## config.mk

```make
export PLATFORM = sky130hd
export DESIGN_NAME = score_bcd_conv
export DESIGN_NICKNAME = d
export VERILOG_FILES = /design/src/rtl/score_bcd_conv.sv
export SDC_FILE = /design/constraint.sdc
export NUM_CORES = 1
export LEC_CHECK = 0
export CORE_MARGIN = 5
export CORE_UTILIZATION = 56
export DETAILED_ROUTE_END_ITERATION = 10
export GPL_ROUTABILITY_DRIVEN = 0
export GPL_TIMING_DRIVEN = 1
export PLACE_DENSITY = 0.95
export RECOVER_POWER = 50
export SLEW_MARGIN = 20
export SYNTH_ARGS = -nofsm -noshare
export SYNTH_HDL_FRONTEND = slang
export SYNTH_SLANG_ARGS = --single-unit
```

## constraint.sdc

```tcl
create_clock -name clk -period 4 [get_ports clk]
set_clock_uncertainty 0.15 [all_clocks]
set_input_delay 0.4 -clock clk [delete_from_list [all_inputs] [get_ports clk]]
set_output_delay 0.4 -clock clk [all_outputs]
set_load 0.05 [all_outputs]
```

## src/rtl/score_bcd_conv.sv

```systemverilog
// Sequential double-dabble converter: saturated binary score -> packed BCD, one shift per clock.
// Optional session high score tracking is enabled by defining SCORE_HISCORE_EN.
module score_bcd_conv #(
    parameter int SCORE_W = 14,
    parameter int NDIG    = 4,
    parameter int SAT_VAL = 9999
) (
    input  logic                 clk,
    input  logic                 reset,
    input  logic [SCORE_W-1:0]   score,
    input  logic                 new_score,
    output logic                 busy,
    output logic                 bcd_valid,
    output logic [4*NDIG-1:0]    digits,
    output logic [4*NDIG-1:0]    hi_digits,
    output logic                 new_hi
);

    localparam int DIG_W = 4 * NDIG;
    localparam int CNT_W = $clog2(SCORE_W);
    localparam logic [SCORE_W-1:0] SAT_CEIL = SAT_VAL[SCORE_W-1:0];
    localparam logic [CNT_W-1:0]   CNT_LAST = CNT_W'(SCORE_W - 1);

    typedef enum logic [1:0] {IDLE, SHIFT, DONE} state_t;

    state_t             state;
    logic [SCORE_W-1:0] bin;
    logic [DIG_W-1:0]   scratch;
    logic [DIG_W-1:0]   scratch_adj;
    logic [CNT_W-1:0]   cnt;
    logic               pending;

    function automatic logic [SCORE_W-1:0] saturate(input logic [SCORE_W-1:0] s);
        if (s > SAT_CEIL)
            return SAT_CEIL;
        return s;
    endfunction

    // Add 3 to every nibble >= 5 so that the following left shift carries correctly into the next digit.
    function automatic logic [DIG_W-1:0] dabble_adjust(input logic [DIG_W-1:0] s);
        logic [DIG_W-1:0] r;
        r = s;
        for (int i = 0; i < NDIG; i++) begin
            if (s[4*i +: 4] >= 4'd5)
                r[4*i +: 4] = s[4*i +: 4] + 4'd3;
        end
        return r;
    endfunction

    assign scratch_adj = dabble_adjust(scratch);
    assign busy        = (state != IDLE);

`ifdef SCORE_HISCORE_EN
    logic [SCORE_W-1:0] conv_val;
    logic [SCORE_W-1:0] hi;
`endif

    always_ff @(posedge clk or posedge reset) begin
        if (reset) begin
            state     <= IDLE;
            bin       <= '0;
            scratch   <= '0;
            cnt       <= '0;
            pending   <= 1'b0;
            digits    <= '0;
            bcd_valid <= 1'b0;
`ifdef SCORE_HISCORE_EN
            conv_val  <= '0;
            hi        <= '0;
            hi_digits <= '0;
            new_hi    <= 1'b0;
`endif
        end else begin
            bcd_valid <= 1'b0;
`ifdef SCORE_HISCORE_EN
            new_hi    <= 1'b0;
`endif
            unique case (state)
                IDLE: begin
                    if (new_score) begin
                        bin     <= saturate(score);
                        scratch <= '0;
                        cnt     <= '0;
`ifdef SCORE_HISCORE_EN
                        conv_val <= saturate(score);
`endif
                        state   <= SHIFT;
                    end
                end
                SHIFT: begin
                    if (new_score)
                        pending <= 1'b1;
                    scratch <= {scratch_adj[DIG_W-2:0], bin[SCORE_W-1]};
                    bin     <= {bin[SCORE_W-2:0], 1'b0};
                    cnt     <= cnt + 1'b1;
                    if (cnt == CNT_LAST)
                        state <= DONE;
                end
                DONE: begin
                    digits    <= scratch;
                    bcd_valid <= 1'b1;
`ifdef SCORE_HISCORE_EN
                    if (conv_val > hi) begin
                        hi        <= conv_val;
                        hi_digits <= scratch;
                        new_hi    <= 1'b1;
                    end
`endif
                    // A pulse landing on this very edge is served by the restart, which sees the newest score.
                    if (pending || new_score) begin
                        pending <= 1'b0;
                        bin     <= saturate(score);
                        scratch <= '0;
                        cnt     <= '0;
`ifdef SCORE_HISCORE_EN
                        conv_val <= saturate(score);
`endif
                        state   <= SHIFT;
                    end else begin
                        state   <= IDLE;
                    end
                end
                default: state <= IDLE;
            endcase
        end
    end

`ifndef SCORE_HISCORE_EN
    assign hi_digits = '0;
    assign new_hi    = 1'b0;
`endif

endmodule
```

==> metrics <==
run status finished clean; Total Power Consumption 2.465 mW; Crit path required time 3.45 ns; warning count from the yosys run 0; sequential power share 38.6%; initial antenna violation count 0; path type of the worst min-delay path flip-flop to flip-flop; layout cells sized above 1 8.088%; worst hold slack after final layout 0.3380 ns; cell chain of the critical path inv_1 > nand2_1 > clkdlybuf4s50_1; P_sw 1.047 mW; Cell variety after synth 45; post-detailed-route DRC marker count 0; Die Y-Extent 80.49 microns; CTS tree yes; path type of the worst setup path flip-flop to output pin; part of the total power dissipated in the clock network 14.1%; cell-internal power around 1.4 mW; number of nets in the finished design slightly below 300; largest net degree at the start of global routing 35; die extent in x 80.49 microns; area of the multi-input gates 1212 sq um; Rows 25; number of port buffers 34; Syn Area/Cell 11.64 sq um; total leakage power ~1.4 nW; leftover overflow at the end of global routing 0; area used by sequential logic in the layout 1351 sq um; hold buffer count at CTS 0; clock tree root buffer cell sky130_fd_sc_hd__clkbuf_8; post-layout min period 2.624 ns; fraction of the yosys area taken by sequential cells 48.56%; async set-reset flop share out of synthesis 100.0%; nature of the critical path startpoint flip-flop; commonest cells after routing, fill and taps aside sky130_fd_sc_hd__dfrtp_1, sky130_fd_sc_hd__clkdlybuf4s50_1, sky130_fd_sc_hd__conb_1; number of max-slew violations in the final report 0; detailed-route via count 1909; number of instances in the synthesized netlist 239; power per cell area 783.3 nW/um^2; maximum buffer depth of the clock tree 2; postcts setup bufs 0; final antenna diode count 0; Avg Vias per Cell between 5 and 6; vias in the first global route 1848; number of synthesized flops with an enable pin 0; maximum clock frequency 381.1 MHz; number of inserted filler cells in the final layout around 340; Iter 0 DRT Violations ~140; setup repair after global routing missed its margin false; H-tree Lvls 2; layout overhead on the synthesized area 13.08%; starting density of the core 58.14%; end-of-flow core utilization 65.75%; largest stage delay on the critical path 0.80 ns; gr usage total 18.39%; slew margin rel. 9.201%; Num Clock Sinks between 50 and 60; clock latency of the later-clocked register in the worst-skew pair slightly above 0.3 ns; number of antenna-violating nets in the routed design 0; Final TNS setup 0 ns; half-perimeter wire length of the detailed placement result ~4000 microns; area of the core 4786 sq um; average routed wire per standard cell ~16 microns; period utilization 65.60%; top-level port count 52; predominant post-synthesis flop cell sky130_fd_sc_hd__dfrtp_1; Resize count post-CTS 0; total clock buffers created by CTS 5; Peak supply drop roughly 0.38 mV; Crit. End Element output pin; non-filler cells, final 339; total of max-cap violations 0; maximum net fanout on the critical path 12; number of synthesized register bits 54; worst-margin pin slew 1.357 ns; most frequent standard cell in the layout excluding fill and tap cells sky130_fd_sc_hd__dfrtp_1; CTS clk-pin slew, worst paths 0.10 ns; Worst path slowest cell sky130_fd_sc_hd__clkdlybuf4s50_1; final setup fails 0; synthesized area 2783 sq um; count of final hold-check violations 0; switching portion of total power 42.47%; arrival time at the worst endpoint just over 2 ns; total wire length 5394 microns; Cells after DPL 331; wire length of the first global-routing pass between 9000 and 10000 microns; die area 6479 sq um; share of total power in combinational logic 47.3%; setup slack of the worst register-to-register path around 1.4 ns; iteration count of the initial detailed-routing pass 4
-- routing by layer --
metal	up-vias	part of all wire, %	track usage [%]
li1	886	-	-
met1	939	42	23.93
met2	75	50	29.55
met3	9	6.4	4.484
met4	0	1.8	7.095
met5	-	0	0
-- cells in the mapped netlist, types with 2 or more instances --
library cell / number / area, sq um
sky130_fd_sc_hd__nor3b_1: 3 / 22.52
sky130_fd_sc_hd__nand2_1: 10 / 37.54
sky130_fd_sc_hd__mux2i_1: 11 / 110.1
sky130_fd_sc_hd__o21ai_0: 7 / 35.03
sky130_fd_sc_hd__xor2_1: 4 / 35.03
sky130_fd_sc_hd__ha_1: 10 / 125.1
sky130_fd_sc_hd__a21oi_1: 8 / 40.04
sky130_fd_sc_hd__a22o_1: 4 / 35.03
sky130_fd_sc_hd__nor2_2: 2 / 12.51
sky130_fd_sc_hd__inv_1: 10 / 37.54
sky130_fd_sc_hd__xnor2_1: 4 / 35.03
sky130_fd_sc_hd__buf_6: 4 / 45.04
sky130_fd_sc_hd__a221o_1: 6 / 60.06
sky130_fd_sc_hd__nor2_1: 14 / 52.55
sky130_fd_sc_hd__o31ai_1: 5 / 37.54
sky130_fd_sc_hd__buf_4: 21 / 157.7
sky130_fd_sc_hd__nand3_1: 2 / 10.01
sky130_fd_sc_hd__o32ai_1: 2 / 17.52
sky130_fd_sc_hd__a32o_1: 4 / 40.04
sky130_fd_sc_hd__nand2b_1: 4 / 25.02
sky130_fd_sc_hd__mux2_1: 9 / 101.4
sky130_fd_sc_hd__mux2_2: 7 / 78.83
sky130_fd_sc_hd__o22ai_1: 10 / 62.56
sky130_fd_sc_hd__dfrtp_1: 54 / 1351
sky130_fd_sc_hd__o221a_1: 2 / 22.52
sky130_fd_sc_hd__o21a_1: 2 / 15.01
sky130_fd_sc_hd__inv_2: 2 / 7.510
-- worst paths after layout --
path,from,end,cells after the start
setup / recovery,state[1],busy,3
hold / removal,digits[5],digits[5],1
setup reg to reg,state[1],digits[10],3
hold reg to reg,digits[5],digits[5],1
max in group asynchronous,reset,digits[9],3
min in group asynchronous,reset,bin[0],2
-- sequential cells by signal (all words and copies together), names as in the netlist --
signal / count
pending: 1
scratch: 16
digits: 16
bcd_valid: 1
bin: 14
state: 2
cnt: 4
-- metrics by stage --
stage,worst slack (ns),instance area (sq um)
floorplan,2.135,2843
global placement,1.692,3067
detailed placement,1.636,3067
CTS,1.284,3177
global route,0.9280,3147
finish,1.376,3147
-- power by group through the flow --
stage | registers (mW) | logic [mW] | clock network, mW
floorplan | 1.09 | 0.769 | 0
global placement | 0.951 | 1.11 | 0
detailed placement | 0.963 | 1.17 | 0
CTS | 0.954 | 1.18 | 0.353
global route | 0.981 | 1.27 | 0.377
finish | 0.951 | 1.17 | 0.348
-- area by class of cell --
cell class	instances	area share (%)
Sequential cell	54	42.94
Multi-Input combinational cell	163	38.53
Timing Repair Buffer	35	10.93
Clock buffer	8	3.499
Tap cell	67	2.664
Inverter	12	1.431
-- kinds of logic after synthesis --
group | count (synthesis) | share of synthesized area, %
AO/OA/AOI/OAI | 57 | 15.69
XOR/XNOR | 8 | 2.518
adder cells (fa/ha/maj) | 10 | 4.496
buffers and inverters | 38 | 9.083
flip-flops | 54 | 48.56
multiplexers | 27 | 10.43
other | 1 | 0.1348
AND/OR/NAND/NOR | 44 | 9.083
-- worst max-delay path, delay by kind of cell, from the launching register on --
family | cells | cell delay [ns]
buf+inv | 2 | 0.99
flops | 1 | 0.66
simple gates | 1 | 0.11
Note: power is estimated with default switching activity, not from simulation.
